**src/rtl/png_sink_pkg.sv**
```systemverilog
// ============================================================================
// Module      : png_sink_pkg
// Description : Shared types and constants for the PNG pixel sink.
// Revision    : 1.0 - initial release
// ============================================================================
`timescale 1ns/1ps
`default_nettype none

package png_sink_pkg;

  localparam logic [2:0] CT_GRAY  = 3'd0;
  localparam logic [2:0] CT_GRAYA = 3'd1;
  localparam logic [2:0] CT_RGB   = 3'd2;
  localparam logic [2:0] CT_RGBA  = 3'd3;
  localparam logic [2:0] CT_PLTE  = 3'd4;

  // FIFO entry layout: {sof, eol, eof, rgba[31:0]}
  localparam int ENTRY_W = 35;
  localparam int DATA_W  = 32;
  localparam int SOF_BIT = 34;
  localparam int EOL_BIT = 33;
  localparam int EOF_BIT = 32;

  typedef enum logic [1:0] {
    ST_IDLE   = 2'd0,
    ST_ACTIVE = 2'd1,
    ST_FLUSH  = 2'd2
  } sink_state_t;

  // Expand any supported colortype to RGBA8888; unknown codes behave as RGBA.
  function automatic logic [DATA_W-1:0] normalise_pixel(
    input logic [2:0] ct,
    input logic [7:0] r,
    input logic [7:0] g,
    input logic [7:0] b,
    input logic [7:0] a
  );
    logic [DATA_W-1:0] px;
    case (ct)
      CT_GRAY:         px = {r, r, r, 8'hFF};
      CT_GRAYA:        px = {r, r, r, a};
      CT_RGB, CT_PLTE: px = {r, g, b, 8'hFF};
      default:         px = {r, g, b, a};
    endcase
    return px;
  endfunction

endpackage

`default_nettype wire

```
**src/rtl/png_sink_fifo.sv**
```systemverilog
// ============================================================================
// Module      : png_sink_fifo
// Description : Synchronous show-ahead FIFO; a write at full is accepted when
//               a read happens in the same cycle.
// Revision    : 1.0 - initial release
// ============================================================================
`timescale 1ns/1ps
`default_nettype none

module png_sink_fifo #(
  parameter int DEPTH = 16,
  parameter int WIDTH = 35
) (
  input  logic             clk,
  input  logic             rst,
  input  logic             i_wr_en,
  input  logic [WIDTH-1:0] i_wr_data,
  input  logic             i_rd_en,
  output logic [WIDTH-1:0] o_rd_data,
  output logic             o_full,
  output logic             o_empty
);

  localparam int AW = $clog2(DEPTH);

  logic [AW:0]      r_wr_ptr;
  logic [AW:0]      r_rd_ptr;
  logic [WIDTH-1:0] r_mem [DEPTH];
  logic             w_rd;
  logic             w_wr;

  // Extra pointer bit distinguishes full from empty when the indices match.
  assign o_empty   = (r_wr_ptr == r_rd_ptr);
  assign o_full    = (r_wr_ptr[AW] != r_rd_ptr[AW]) &&
                     (r_wr_ptr[AW-1:0] == r_rd_ptr[AW-1:0]);
  assign w_rd      = i_rd_en && !o_empty;
  assign w_wr      = i_wr_en && (!o_full || w_rd);
  assign o_rd_data = r_mem[r_rd_ptr[AW-1:0]];

  always_ff @(posedge clk or posedge rst) begin
    if (rst) begin
      r_wr_ptr <= '0;
      r_rd_ptr <= '0;
    end else begin
      if (w_wr) r_wr_ptr <= r_wr_ptr + (AW+1)'(1);
      if (w_rd) r_rd_ptr <= r_rd_ptr + (AW+1)'(1);
    end
  end

  always_ff @(posedge clk) begin
    if (w_wr) r_mem[r_wr_ptr[AW-1:0]] <= i_wr_data;
  end

endmodule

`default_nettype wire

```
**src/rtl/png_pixel_sink.sv**
```systemverilog
// ============================================================================
// Module      : png_pixel_sink
// Description : Captures the PNG decoder header and pixel stream, converts to
//               RGBA8888 with sof/eol/eof tags and buffers behind ready/valid.
//               Optional statistics enabled by PNG_SINK_STATS_EN.
// Revision    : 1.0 - initial release
// ============================================================================
`timescale 1ns/1ps
`default_nettype none

module png_pixel_sink
  import png_sink_pkg::*;
#(
  parameter int FIFO_DEPTH = 16
) (
  input  logic        clk,
  input  logic        rst,
  input  logic        png_start,
  input  logic [2:0]  png_colortype,
  input  logic [13:0] png_width,
  input  logic [31:0] png_height,
  input  logic        png_valid,
  input  logic [7:0]  png_r,
  input  logic [7:0]  png_g,
  input  logic [7:0]  png_b,
  input  logic [7:0]  png_a,
  output logic        m_valid,
  input  logic        m_ready,
  output logic [31:0] m_data,
  output logic        m_sof,
  output logic        m_eol,
  output logic        m_eof,
  output logic        frame_active,
  output logic        frame_done,
  output logic        overflow,
  output logic [31:0] pixel_count,
  output logic        size_err
);

  sink_state_t         r_state;
  logic [2:0]          r_ct;
  logic [13:0]         r_width_m1;
  logic [31:0]         r_height_m1;
  logic [13:0]         r_x;
  logic [31:0]         r_y;
  logic                r_wr_en;
  logic [ENTRY_W-1:0]  r_wr_entry;
  logic                r_frame_active;
  logic                r_frame_done;
  logic                r_overflow;

  logic                w_sof;
  logic                w_eol;
  logic                w_eof;
  logic [DATA_W-1:0]   w_pix;
  logic [ENTRY_W-1:0]  w_head;
  logic                w_full;
  logic                w_empty;
  logic                w_drop;

  assign w_sof = (r_x == 14'd0) && (r_y == 32'd0);
  assign w_eol = (r_x == r_width_m1);
  assign w_eof = w_eol && (r_y == r_height_m1);
  assign w_pix = normalise_pixel(r_ct, png_r, png_g, png_b, png_a);

  // Input pixels are staged one cycle so tags and colour conversion are
  // registered before entering the FIFO.
  always_ff @(posedge clk or posedge rst) begin
    if (rst) begin
      r_state        <= ST_IDLE;
      r_ct           <= CT_GRAY;
      r_width_m1     <= '0;
      r_height_m1    <= '0;
      r_x            <= '0;
      r_y            <= '0;
      r_wr_en        <= 1'b0;
      r_wr_entry     <= '0;
      r_frame_active <= 1'b0;
      r_frame_done   <= 1'b0;
    end else begin
      r_wr_en      <= 1'b0;
      r_frame_done <= 1'b0;
      if (png_start) begin
        r_ct           <= png_colortype;
        r_width_m1     <= png_width - 14'd1;
        r_height_m1    <= png_height - 32'd1;
        r_x            <= '0;
        r_y            <= '0;
        r_frame_active <= 1'b1;
        r_state        <= (png_width == 14'd0 || png_height == 32'd0) ? ST_FLUSH : ST_ACTIVE;
      end else begin
        case (r_state)
          ST_ACTIVE: begin
            if (png_valid) begin
              r_wr_en    <= 1'b1;
              r_wr_entry <= {w_sof, w_eol, w_eof, w_pix};
              if (w_eof) begin
                r_state <= ST_FLUSH;
              end else if (w_eol) begin
                r_x <= '0;
                r_y <= r_y + 32'd1;
              end else begin
                r_x <= r_x + 14'd1;
              end
            end
          end
          ST_FLUSH: begin
            if (w_empty && !r_wr_en) begin
              r_frame_done   <= 1'b1;
              r_frame_active <= 1'b0;
              r_state        <= ST_IDLE;
            end
          end
          default: ;
        endcase
      end
    end
  end

  // A drop only happens when full and no entry leaves in the same cycle.
  assign w_drop = r_wr_en && w_full && !(m_ready && !w_empty);

  always_ff @(posedge clk or posedge rst) begin
    if (rst) begin
      r_overflow <= 1'b0;
    end else if (png_start) begin
      r_overflow <= 1'b0;
    end else if (w_drop) begin
      r_overflow <= 1'b1;
    end
  end

  png_sink_fifo #(
    .DEPTH (FIFO_DEPTH),
    .WIDTH (ENTRY_W)
  ) u_fifo (
    .clk       (clk),
    .rst       (rst),
    .i_wr_en   (r_wr_en),
    .i_wr_data (r_wr_entry),
    .i_rd_en   (m_ready),
    .o_rd_data (w_head),
    .o_full    (w_full),
    .o_empty   (w_empty)
  );

  assign m_valid      = !w_empty;
  assign m_data       = m_valid ? w_head[DATA_W-1:0] : '0;
  assign m_sof        = m_valid && w_head[SOF_BIT];
  assign m_eol        = m_valid && w_head[EOL_BIT];
  assign m_eof        = m_valid && w_head[EOF_BIT];
  assign frame_active = r_frame_active;
  assign frame_done   = r_frame_done;
  assign overflow     = r_overflow;

`ifdef PNG_SINK_STATS_EN
  logic [31:0] r_pixel_count;
  logic        r_size_err;

  // Counts every pixel seen in ACTIVE, whether or not the FIFO kept it.
  always_ff @(posedge clk or posedge rst) begin
    if (rst) begin
      r_pixel_count <= '0;
      r_size_err    <= 1'b0;
    end else if (png_start) begin
      r_pixel_count <= '0;
      r_size_err    <= (r_state == ST_ACTIVE);
    end else if (r_state == ST_ACTIVE && png_valid) begin
      r_pixel_count <= r_pixel_count + 32'd1;
    end
  end

  assign pixel_count = r_pixel_count;
  assign size_err    = r_size_err;
`else
  assign pixel_count = '0;
  assign size_err    = 1'b0;
`endif

endmodule

`default_nettype wire

```
**config.mk**
```make
export PLATFORM = sky130hd
export DESIGN_NAME = png_pixel_sink
export DESIGN_NICKNAME = d
export VERILOG_FILES = /design/src/rtl/png_sink_pkg.sv /design/src/rtl/png_sink_fifo.sv /design/src/rtl/png_pixel_sink.sv
export SDC_FILE = /design/constraint.sdc
export NUM_CORES = 1
export LEC_CHECK = 0
export ABC_AREA = 1
export BUFFER_PORTS_ARGS = -buffer_cell sky130_fd_sc_hd__buf_2
export CAP_MARGIN = 30
export CORE_ASPECT_RATIO = 1.75
export CORE_MARGIN = 2
export CORE_UTILIZATION = 45
export DETAILED_ROUTE_END_ITERATION = 10
export MAX_ROUTING_LAYER = met4
export PLACE_DENSITY = 0.62
export SLEW_MARGIN = 20
export SYNTH_ARGS = -nofsm -noshare
export SYNTH_HDL_FRONTEND = slang
export SYNTH_SLANG_ARGS = --single-unit
```
**constraint.sdc**
```tcl
create_clock -name clk -period 12.55 [get_ports clk]
set_input_delay 0.6275 -clock clk [delete_from_list [all_inputs] [get_ports clk]]
set_output_delay 0.6275 -clock clk [all_outputs]
set_load 0.01 [all_outputs]
```
==> Word-level counts from Yosys, hierarchy flattened <==
Memory sizes are Yosys's and may differ from the RTL's.
Index checks and enable logic that the tools add are counted.
W data, S select, Z words.
{ "word_totals": {"regBits": 146, "ramBits": 560, "in_bits": 86, "out_inout_bits": 72, "elab_cells": 101, "memories": 1} }
{ "op_classes": {"n_addsub": 6, "eq_ne": 14, "mux": 31, "n_bitwise": 1, "n_reduce_logical": 35} }
{ "memory_table": {"columns": ["memory", "depth", "word_bits", "rd", "rd_clocked_by_memory_dff", "wr", "line", "source"], "rows": [
  ["u_fifo.r_mem", 16, 35, 1, 0, 1, "png_sink_fifo.sv:28", "logic [WIDTH-1:0] r_mem [DEPTH];"]
]} }
{ "ops": {"columns": ["cell", "n"], "rows": [
  ["$mux W32", 6],
  ["$pmux W24 S3", 1],
  ["$mux W14", 5],
  ["$logic_not A32 Y1", 2],
  ["$add A32 B1 Y32 const B", 1],
  ["$eq A32 B32 Y1", 1],
  ["$sub A32 B1 Y32 const B", 1],
  ["$logic_not A14 Y1", 2],
  ["$add A14 B1 Y14 const B", 1],
  ["$eq A14 B14 Y1", 1],
  ["$sub A14 B1 Y14 const B", 1],
  ["$mux W1", 13],
  ["$reduce_bool A2 Y1", 6],
  ["$logic_and A1 B1 Y1", 11],
  ["$add A5 B1 Y5 const B", 2],
  ["$mux W2", 5],
  ["$ne A3 B3 Y1 const B", 3],
  ["$reduce_and A4 Y1", 2],
  ["$reduce_and A3 Y1", 2],
  ["$eq A5 B5 Y1", 1],
  ["$eq A4 B4 Y1", 1],
  ["$logic_not A1 Y1", 4],
  ["$pmux W2 S2", 1],
  ["$eq A3 B1 Y1 const B", 1],
  ["12 further kinds", 13]
]} }

==> Logic depth before layout (Yosys ltp) <==
Gate-level depths: netlist (run 1).
{ "logic_depth": {"word_depth": 7, "mapped_depth": 14, "depth_no_buf": 13} }

==> Modules after synthesis <==
A second synthesis (run 1) with hierarchy kept.
{ "hier_totals": {"cells_unflattened": 3213, "area_unflattened_um2": 32064.5} }
{ "modules_own_cells": {"columns": ["mod", "instances", "cells_each", "area_per_inst_um2", "seq_area_each_um2"], "rows": [
  ["png_sink_fifo", 1, 1816, 22826.9, 17066.4],
  ["png_pixel_sink", 1, 1397, 9237.6, 3403.3]
]} }

==> Least setup slack after synthesis (run 1) <==
OpenSTA, ideal clock, no wires.
{ "synth_path": {"kind": "reg-to-reg", "startpoint": "register u_fifo.r_wr_ptr[2]", "endpoint": "memory u_fifo.r_mem[11][0], enable pin", "setup_ns": 0.427, "arrival_time_ns": 2.906, "required_ns": 12.123, "slack_ns": 9.216, "stages_incl_launch_ff": 11, "path_buffers": 1, "synth_period_minus_slack_ns": 3.334, "cell_sequence": "dfrtp_1 > buf_2 > xor2_1 > nor2_1 > nand3_1 > nand2_1 > nand4_1 > nand2_1 > inv_2 > nand2_1 > nor2_1"} }
{ "synth_between": {"elab_chain_cells": 7, "word_cells_on_any_way": 10, "cone_classes": "2 x eq/ne; 2 x mux; 6 x reduce/logical"} }
{ "synth_rtl": {"columns": ["element", "line", "source"], "rows": [
  ["start, declared", "png_sink_fifo.sv:26", "logic [AW:0] r_wr_ptr;"],
  ["start signal, assigned", "png_sink_fifo.sv:45", "if (w_wr) r_wr_ptr <= r_wr_ptr + (AW+1)'(1);"],
  ["$eq A5 B5 Y1", "png_sink_fifo.sv:33", "assign o_empty = (r_wr_ptr == r_rd_ptr);"],
  ["$logic_not A1 Y1", null, null],
  ["net m_valid", "png_pixel_sink.sv:27", "output logic m_valid,"],
  ["$logic_and A1 B1 Y1", "png_sink_fifo.sv:36", "assign w_rd = i_rd_en && !o_empty;"],
  ["$logic_or A1 B1 Y1", "png_sink_fifo.sv:37", "assign w_wr = i_wr_en && (!o_full || w_rd);"],
  ["$logic_and A1 B1 Y1", "png_sink_fifo.sv:37", null],
  ["$mux W1", "png_sink_fifo.sv:51", "if (w_wr) r_mem[r_wr_ptr[AW-1:0]] <= i_wr_data;"],
  ["$mux W1 (not written as such)", "png_sink_fifo.sv:51", null],
  ["end, declared", "png_sink_fifo.sv:28", null]
]} }
The timed path passes the listed nets, and every way through them passes these cells.

==> Worst setup path in the final report (run 1) <==
{ "layout_path": {"startpoint": "register u_fifo.r_rd_ptr[2]", "endpoint": "output m_data[25]"} }
{ "layout_between": {"elab_chain_cells": 2, "word_cells_on_any_way": 3, "cone_classes": "1 x eq/ne; 1 x mux; 1 x memory"} }
{ "layout_rtl": {"columns": ["element", "line", "source"], "rows": [
  ["start, declared", "png_sink_fifo.sv:27", "logic [AW:0] r_rd_ptr;"],
  ["start signal, assigned", "png_sink_fifo.sv:46", "if (w_rd) r_rd_ptr <= r_rd_ptr + (AW+1)'(1);"],
  ["$mem_v2 Z16 W35 or $eq A5 B5 Y1 (tied branches)", null, null],
  ["$mux W32 *", "png_pixel_sink.sv:148", "assign m_data = m_valid ? w_head[DATA_W-1:0] : '0;"],
  ["end, declared", "png_pixel_sink.sv:29", "output logic [31:0] m_data,"]
]} }
Mark *: on every way between the ends. The rest lies on a longest branch, timed or not.

==> results of run 1 <==
## metal layers
metal	global-route usage, %	share of wire [%]	routed length, um
met4	12.2	4.9	4190
met3	2.95	5.6	4730
met5	-	0	0
met1	27.3	38	32100
met2	41.8	52	43900
## Yosys cell counts (all sizes together), types with 2 or more instances
cell type	instances	area [um^2]
xnor2	18	158
dfrtp	146	3650
or2	2	12.5
ha	12	150
buf	99	601
nor2	629	2380
a22oi	6	45.0
nand3	120	616
o211ai	141	1060
a21oi	55	275
a31oi	24	150
inv	160	601
clkbuf	107	403
nand4	64	400
nor4	9	56.3
clkinv	2	7.51
nand2	455	1720
nor3	36	180
edfxtp	560	16800
o21ai	362	1820
xor2	39	342
## placed cells by master, fill, tap and decap left out, types with 3 or more instances in the layout
master / n
sky130_fd_sc_hd__clkbuf_16: 70
sky130_fd_sc_hd__nand3_2: 3
sky130_fd_sc_hd__buf_4: 33
sky130_fd_sc_hd__xnor2_1: 18
sky130_fd_sc_hd__o21ai_0: 360
sky130_fd_sc_hd__a21oi_1: 55
sky130_fd_sc_hd__nor4_1: 9
sky130_fd_sc_hd__nand3_1: 117
sky130_fd_sc_hd__a31oi_1: 24
sky130_fd_sc_hd__dfrtp_1: 142
sky130_fd_sc_hd__xor2_1: 39
sky130_fd_sc_hd__buf_2: 124
sky130_fd_sc_hd__nor2_4: 18
sky130_fd_sc_hd__inv_1: 148
sky130_fd_sc_hd__conb_1: 33
sky130_fd_sc_hd__o211ai_1: 141
sky130_fd_sc_hd__nand2_1: 454
sky130_fd_sc_hd__clkinv_2: 10
sky130_fd_sc_hd__clkinvlp_4: 4
sky130_fd_sc_hd__inv_2: 11
sky130_fd_sc_hd__a22oi_1: 6
sky130_fd_sc_hd__clkbuf_1: 22
sky130_fd_sc_hd__ha_1: 12
sky130_fd_sc_hd__edfxtp_1: 560
sky130_fd_sc_hd__clkinv_1: 6
sky130_fd_sc_hd__buf_16: 4
sky130_fd_sc_hd__buf_12: 3
sky130_fd_sc_hd__nand4_1: 64
sky130_fd_sc_hd__nor2_2: 3
sky130_fd_sc_hd__bufinv_16: 4
sky130_fd_sc_hd__nor3_1: 36
sky130_fd_sc_hd__inv_6: 4
sky130_fd_sc_hd__nor2_1: 608
## area by class of cell
cell class,instances,area [um^2]
Fill cell,6290,34400
Tap cell,910,1140
Clock inverter,30,298
Timing Repair Buffer,164,1040
Inverter,162,621
Multi-Input combinational cell,2010,9650
Clock buffer,94,1860
Sequential cell,706,20500
## kinds of logic (layout without fill, tap and decap cells)
group	Yosys count	in the layout	share of synthesized area, %
adders and majority gates	12	12	0.477
other	1	33	0.0119
xor gates and xnor gates	57	57	1.59
DFF	706	706	65.0
buffers and inverters	368	450	5.12
and+or+nand+nor	1317	1317	17.1
AOI/OAI and AO/OA	591	591	10.7
## state kept, by name, summed over array words and instances (netlist names), 2 cells and up
| signal | cells |
|---|---|
| r_ct | 3 |
| r_y | 32 |
| r_height_m1 | 32 |
| u_fifo.r_rd_ptr | 5 |
| r_width_m1 | 14 |
| u_fifo.r_wr_ptr | 5 |
| r_x | 14 |
| r_state | 2 |
| u_fifo.r_mem | 560 |
| r_wr_entry | 35 |
## power groups by stage
stage / clock network, mW / registers [mW] / logic (mW)
finish: 2.01 / 3.15 / 2.04
global route: 2.14 / 3.18 / 2.27
CTS: 2.05 / 3.15 / 2.03
detailed placement: 0 / 3.20 / 2.02
global placement: 0 / 3.18 / 1.97
floorplan: 0 / 3.06 / 1.38
## worst max-delay path by stage
stage	startpoint	end	slack, ns	cells after the start
2_1_floorplan	rst	frame_active	8.00	1
3_3_place_gp	u_fifo.r_rd_ptr[0]	m_data[29]	8.10	10
3_5_place_dp	u_fifo.r_rd_ptr[0]	m_data[23]	8.04	10
4_1_cts	u_fifo.r_rd_ptr[0]	m_data[23]	7.37	10
5_1_grt	u_fifo.r_rd_ptr[2]	m_data[25]	7.61	7
6_report	u_fifo.r_rd_ptr[2]	m_data[25]	7.72	7
## per-stage QoR
step,area [um^2],cells
2_1_floorplan,31600,3084
3_3_place_gp,32800,3946
3_5_place_dp,32800,3947
4_1_cts,35000,4071
5_1_grt,35100,4076
6_report,35100,4076
==> tab_implementation.tex, run 1 <==
\begin{tabular}{lr}
\hline
Metric & Value \\
\hline
\multicolumn{2}{l}{\textbf{Finish}} \\
\quad Post-synthesis to final-layout area growth & 11.4\% \\
\quad Share of final-layout standard cells stronger than drive strength 1 & 9.67\% \\
\quad Utilization after layout & 50.5\% \\
\quad Final antenna diode count & 0 \\
\quad Post-layout net count & 3,210 \\
\multicolumn{2}{l}{\textbf{Timing}} \\
\quad Slew @ Worst Pin & 0.900 ns \\
\quad Final setup skew & 0.0266 ns \\
\quad Post-Route Hold Slack & 0.157 ns \\
\quad Maximum clock frequency & 0.207 GHz \\
\quad Number of max-slew violations in the final report & 0 \\
\quad Post-route setup slack & 7.72 ns \\
\quad Unrepaired setup endpoints after global routing & no \\
\quad Hold Violations, Final & 0 \\
\quad Final-layout setup total negative slack & 0 ns \\
\quad Max-slew headroom at the worst pin & 40.0\% \\
\quad Final setup violating endpoints & 0 \\
\quad Final period demand of the worst path & 4.83 ns \\
\quad Post-route clock period utilization & 38.5\% \\
\multicolumn{2}{l}{\textbf{GRT}} \\
\quad Global-route wire length before repair & 128,000 um \\
\quad Aggregate global-route resource usage & 24.1\% \\
\quad Number of global-route vias before repair & 22,500 \\
\quad Maximum number of pins on one net before global-route repair & 284 \\
\quad Antenna violations before repair & 0 \\
\quad Total global routing overflow & 0 \\
\multicolumn{2}{l}{\textbf{Synthesis}} \\
\quad Post-synthesis instance total & 3,052 \\
\quad FFs w/ async S/R, synth & 20.7\% \\
\quad Number of enable flip-flop cells after synthesis & 560 \\
\quad Cell area after technology mapping & 0.0315 mm\^{}2 \\
\quad Number of warning messages in the yosys log & 0 \\
\quad Sequential element share of the synthesized area & 65.0\% \\
\quad Synthesized area per cell & 10.3 um\^{}2 \\
\quad Synth Flop Type & sky130\_fd\_sc\_hd\_\_edfxtp\_1 \\
\quad Count of different cell masters after synthesis & 38 \\
\quad Synth Register Bits & 706 \\
\multicolumn{2}{l}{\textbf{Floorplan}} \\
\quad Die X-Extent & 204 um \\
\quad Vertical extent of the die & 354 um \\
\quad \# IOs & 158 \\
\quad Die outline area & 0.0722 mm\^{}2 \\
\quad Initial standard-cell utilization of the core & 45.3\% \\
\quad Core region area & 0.0695 mm\^{}2 \\
\quad Number of cell rows & 128 \\
\multicolumn{2}{l}{\textbf{Clocking}} \\
\quad Worst-path clk slew & 0.06 ns \\
\quad Cts repair resizes & 0 \\
\quad CTS Hold Buffers Added & 0 \\
\quad H-tree level count & 3 \\
\quad Root Buffer Master & sky130\_fd\_sc\_hd\_\_clkbuf\_16 \\
\quad Post-CTS Setup Bufs & 0 \\
\quad Number of buffers created by CTS & 68 \\
\quad Maximum buffer depth of the clock tree & 3 \\
\quad Clk\_lat worst skew & 0.62 ns \\
\quad CTS tree & done \\
\quad Number of clock sinks & 706 \\
\multicolumn{2}{l}{\textbf{Worst setup path}} \\
\quad Number of buffers and inverters on the critical path & 4 \\
\quad Slowest-stage cell, CP & sky130\_fd\_sc\_hd\_\_dfrtp\_2 \\
\quad Data arrival time of the critical path & 4.20 ns \\
\quad Family with the most delay on the worst path & buffers and inverters \\
\quad Peak per-stage delay on the critical path & 0.80 ns \\
\quad Reg2Reg Depth & 10 \\
\quad Worst reg2reg setup slack & 8.44 ns \\
\quad Biggest fanout along the worst timing path & 51 \\
\quad Sequence of cells on the critical path & buf\_4, inv\_2, buf\_4, o211ai\_1, nand3\_1, a21oi\_1, buf\_2 \\
\quad Startpoint of the worst-slack reg-to-reg timing path & u\_fifo.r\_rd\_ptr[2] \\
\quad Critical path class & reg -> out \\
\quad Worst Setup End Kind & output port \\
\quad Kind of start point of the critical path & flop \\
\quad Most frequent CP cell & sky130\_fd\_sc\_hd\_\_buf\_4 \\
\quad End of the worst register-to-register path & u\_fifo.r\_mem[9][6] \\
\quad Required time worst endpoint & 11.92 ns \\
\multicolumn{2}{l}{\textbf{Power and ir drop}} \\
\quad Part of the total power dissipated in combinational logic & 28.3\% \\
\quad Fraction of power consumed by sequential logic & 43.8\% \\
\quad Share of power burned in the clock network & 27.9\% \\
\quad Static leakage power & 12.8 nW \\
\quad Net switching power & 2.56 mW \\
\quad Internal Pwr Total & 4.64 mW \\
\quad Maximum VDD drop & 134 uV \\
\quad Power density over the cells & 205 mW/mm\^{}2 \\
\quad Power after layout & 7.20 mW \\
\quad Switching power as a share of total power & 35.5\% \\
\multicolumn{2}{l}{\textbf{Placed design}} \\
\quad Quantity of I/O buffers inserted on ports & 124 \\
\quad Pre-CTS setup slack & 8.04 ns \\
\quad Final GP Congestion & 0.976 \\
\quad Half-perimeter wire length after placement & 48,900 um \\
\multicolumn{2}{l}{\textbf{Run}} \\
\quad Number of maximum-capacitance constraint violations & 0 \\
\multicolumn{2}{l}{\textbf{Route}} \\
\quad Total number of vias & 22,800 \\
\quad \# DRC & 0 \\
\quad Via-per-instance ratio & 5.60 \\
\quad Initial detailed-routing violation count & 2,027 \\
\quad Number of nets with antenna violations after routing & 0 \\
\quad Initial DRT Pass Iterations & 7 \\
\quad Final routed wirelength across all metal layers & 84,900 um \\
\quad WL per Instance & 20.8 um \\
\multicolumn{2}{l}{\textbf{Hold path}} \\
\quad Class of the tightest hold or removal check & in -> async \\
\multicolumn{2}{l}{\textbf{Run status}} \\
\quad Run status & completed \\
\hline
\end{tabular}
(Power assumes the default switching activity.)
==> run 2, diff against run 1 <==
==> constraint.sdc (replaced) <==
create_clock -name clk -period 5 [get_ports clk]
set_input_delay 0.25 -clock clk [delete_from_list [all_inputs] [get_ports clk]]
set_output_delay 0.25 -clock clk [all_outputs]
set_load 0.01 [all_outputs]
==> run 2 against run 1 <==
Worst setup slack got worse by 6.6 ns. Utilization increased by 1.3 points. Flip-flop and latch count unchanged. Critical path type unchanged. Critical endpoint is now m_data[29]. Largest cell class unchanged.
==> tab_implementation.tex, run 2 (same netlist as run 1, synthesis figures left out) <==
\begin{tabular}{lr}
\hline
Metric & Value \\
\hline
\multicolumn{2}{l}{\textbf{Run status}} \\
\quad Run status & completed \\
\multicolumn{2}{l}{\textbf{GRT}} \\
\quad Total global routing overflow & 0 \\
\quad Antenna violations before repair & 1 \\
\quad Number of global-route vias before repair & 22,800 \\
\quad Aggregate global-route resource usage & 24.5\% \\
\quad Global-route wire length before repair & 131,000 um \\
\quad Maximum number of pins on one net before global-route repair & 284 \\
\multicolumn{2}{l}{\textbf{Placed design}} \\
\quad Half-perimeter wire length after placement & 49,800 um \\
\quad Final GP Congestion & 0.958 \\
\quad Cell Area, Placed & 0.0329 mm\^{}2 \\
\quad Quantity of I/O buffers inserted on ports & 124 \\
\quad Pre-CTS setup slack & 1.45 ns \\
\multicolumn{2}{l}{\textbf{Floorplan}} \\
\quad Vertical extent of the die & 354 um \\
\quad \# IOs & 158 \\
\quad Number of cell rows & 128 \\
\quad Initial standard-cell utilization of the core & 45.3\% \\
\quad Core region area & 0.0695 mm\^{}2 \\
\quad Die X-Extent & 204 um \\
\quad Die outline area & 0.0722 mm\^{}2 \\
\multicolumn{2}{l}{\textbf{Finish}} \\
\quad Cell area after layout & 0.0360 mm\^{}2 \\
\quad Number of inserted filler cells in the final layout & 6,094 \\
\quad Share of final-layout standard cells stronger than drive strength 1 & 9.66\% \\
\quad Number of flip-flops under the largest register name & 560 \\
\quad Commonest cells after routing, fill and taps aside & 608 x sky130\_fd\_sc\_hd\_\_nor2\_1, 560 x sky130\_fd\_sc\_hd\_\_edfxtp\_1, 454 x sky130\_fd\_sc\_hd\_\_nand2\_1 \\
\quad Post-layout net count & 3,302 \\
\quad Post-synthesis to final-layout area growth & 14.4\% \\
\quad Register area & 0.0205 mm\^{}2 \\
\quad Multi-input combinational cell area & 0.00965 mm\^{}2 \\
\quad Utilization after layout & 51.8\% \\
\quad Leading cell type in the layout, fill and taps excluded & sky130\_fd\_sc\_hd\_\_nor2\_1 \\
\multicolumn{2}{l}{\textbf{Timing}} \\
\quad Maximum clock frequency & 0.256 GHz \\
\quad Unrepaired setup endpoints after global routing & no \\
\quad Final setup skew & 0.0200 ns \\
\quad Final-layout setup total negative slack & 0 ns \\
\quad Hold Violations, Final & 0 \\
\quad Final setup violating endpoints & 0 \\
\quad Max-slew headroom at the worst pin & 35.4\% \\
\quad Post-route clock period utilization & 78.2\% \\
\quad Post-route setup slack & 1.09 ns \\
\quad Slew @ Worst Pin & 0.968 ns \\
\quad Final period demand of the worst path & 3.91 ns \\
\quad Number of max-slew violations in the final report & 0 \\
\multicolumn{2}{l}{\textbf{Hold path}} \\
\quad Class of the tightest hold or removal check & in -> reg \\
\quad Worst hold path startpoint & png\_height[26] \\
\quad Worst Hold Path Cells & 3 \\
\multicolumn{2}{l}{\textbf{Route}} \\
\quad Final routed wirelength across all metal layers & 86,800 um \\
\quad Via-per-instance ratio & 5.60 \\
\quad \# DRC & 0 \\
\quad Initial DRT Pass Iterations & 5 \\
\quad WL per Instance & 20.9 um \\
\quad Total number of vias & 23,300 \\
\quad Initial detailed-routing violation count & 2,002 \\
\quad Number of nets with antenna violations after routing & 0 \\
\multicolumn{2}{l}{\textbf{Run}} \\
\quad Number of maximum-capacitance constraint violations & 0 \\
\multicolumn{2}{l}{\textbf{Worst setup path}} \\
\quad Worst Setup End Kind & output port \\
\quad Critical path class & reg -> out \\
\quad Data arrival time of the critical path & 3.66 ns \\
\quad Biggest fanout along the worst timing path & 98 \\
\quad Kind of start point of the critical path & flop \\
\quad Reg2Reg Depth & 10 \\
\quad Required time worst endpoint & 4.75 ns \\
\quad Launching instance or port of the critical path & u\_fifo.r\_rd\_ptr[0] \\
\quad Startpoint of the worst-slack reg-to-reg timing path & u\_fifo.r\_rd\_ptr[1] \\
\multicolumn{2}{l}{\textbf{Clocking}} \\
\quad Root Buffer Master & sky130\_fd\_sc\_hd\_\_clkbuf\_16 \\
\quad CTS Hold Buffers Added & 81 \\
\quad Maximum buffer depth of the clock tree & 3 \\
\quad Worst-path clk slew & 0.06 ns \\
\quad Number of buffers created by CTS & 67 \\
\quad CTS tree & done \\
\quad Number of clock sinks & 706 \\
\quad Post-CTS Setup Bufs & 0 \\
\quad H-tree level count & 3 \\
\quad Cts repair resizes & 0 \\
\quad Clk\_lat worst skew & 0.61 ns \\
\multicolumn{2}{l}{\textbf{Power and ir drop}} \\
\quad Maximum VDD drop & 353 uV \\
\quad Fraction of power consumed by sequential logic & 43.2\% \\
\quad Share of power burned in the clock network & 27.9\% \\
\quad Net switching power & 6.51 mW \\
\quad Part of the total power dissipated in combinational logic & 28.9\% \\
\quad Switching power as a share of total power & 35.6\% \\
\quad Static leakage power & 13.2 nW \\
\quad Internal Pwr Total & 11.8 mW \\
\quad Power after layout & 18.3 mW \\
\quad Power density over the cells & 507 mW/mm\^{}2 \\
\hline
\end{tabular}
[run 2: cell types whose count changed in the layout (fill, tap and decap cells not counted), moves of 2 or more]
cell	change
sky130_fd_sc_hd__dlygate4sd3_1	+81
sky130_fd_sc_hd__buf_4	+10
sky130_fd_sc_hd__clkbuf_1	-9
sky130_fd_sc_hd__clkinv_1	+4
sky130_fd_sc_hd__clkinv_2	-3
sky130_fd_sc_hd__clkinv_8	+3
sky130_fd_sc_hd__clkinvlp_4	-3
sky130_fd_sc_hd__bufinv_16	+2
[run 2: routing by layer]
| layer | GRT usage, % | vias up | routed length [um] |
|---|---|---|---|
| met5 | - | - | 0 |
| met4 | 11.4 | 0 | 3850 |
| met3 | 3.03 | 202 | 5080 |
| met2 | 43.6 | 897 | 45400 |
| met1 | 27.2 | 11400 | 32500 |
| li1 | - | 10800 | - |
[run 2: area by class of cell]
cell class / instances / share of cell area, %
tap: 910 / 3.16
multi-input combinational: 2010 / 26.8
inverter: 162 / 1.72
antenna: 1 / 0.00695
clock inverter: 31 / 0.969
sequential: 706 / 56.9
clock buffer: 84 / 5.01
timing repair buffer: 257 / 5.48
[run 2: power by group through the flow]
stage          clock network [mW]  logic (mW)  registers (mW)
4_1_cts                      5.19        5.25            7.89
2_1_floorplan                   0        3.47            7.68
3_5_place_dp                    0        5.15            8.01
5_1_grt                      5.42        5.82            7.96
6_report                     5.09        5.27            7.89
3_3_place_gp                    0        5.06            7.97
[run 2: through the flow]
step                hold slack (ns)  instances
floorplan                     0.360       3084
global placement              0.415       3957
detailed placement            0.433       3960
CTS                         0.00531       4156
global route                 0.0318       4161
finish                       0.0298       4161
[run 2: worst paths after layout]
path,slack [ns],endpoint
worst max-delay path,1.09,m_data[29]
worst min-delay path,0.03,r_height_m1[26]
worst max register to register,1.64,u_fifo.r_mem[9][7]
worst min register to register,0.49,r_ct[0]
max in group asynchronous,3.42,r_width_m1[0]
min in group asynchronous,0.30,frame_active
[run 2: critical path: stages, from the launching register on]
cell and delay, ns:
sky130_fd_sc_hd__dfrtp_4 0.47, sky130_fd_sc_hd__buf_4 0.73, sky130_fd_sc_hd__buf_4 0.38, sky130_fd_sc_hd__buf_16 0.31, sky130_fd_sc_hd__o21ai_0 0.16, sky130_fd_sc_hd__o211ai_1 0.21
sky130_fd_sc_hd__nand3_1 0.11, sky130_fd_sc_hd__a21oi_1 0.39, sky130_fd_sc_hd__buf_2 0.21
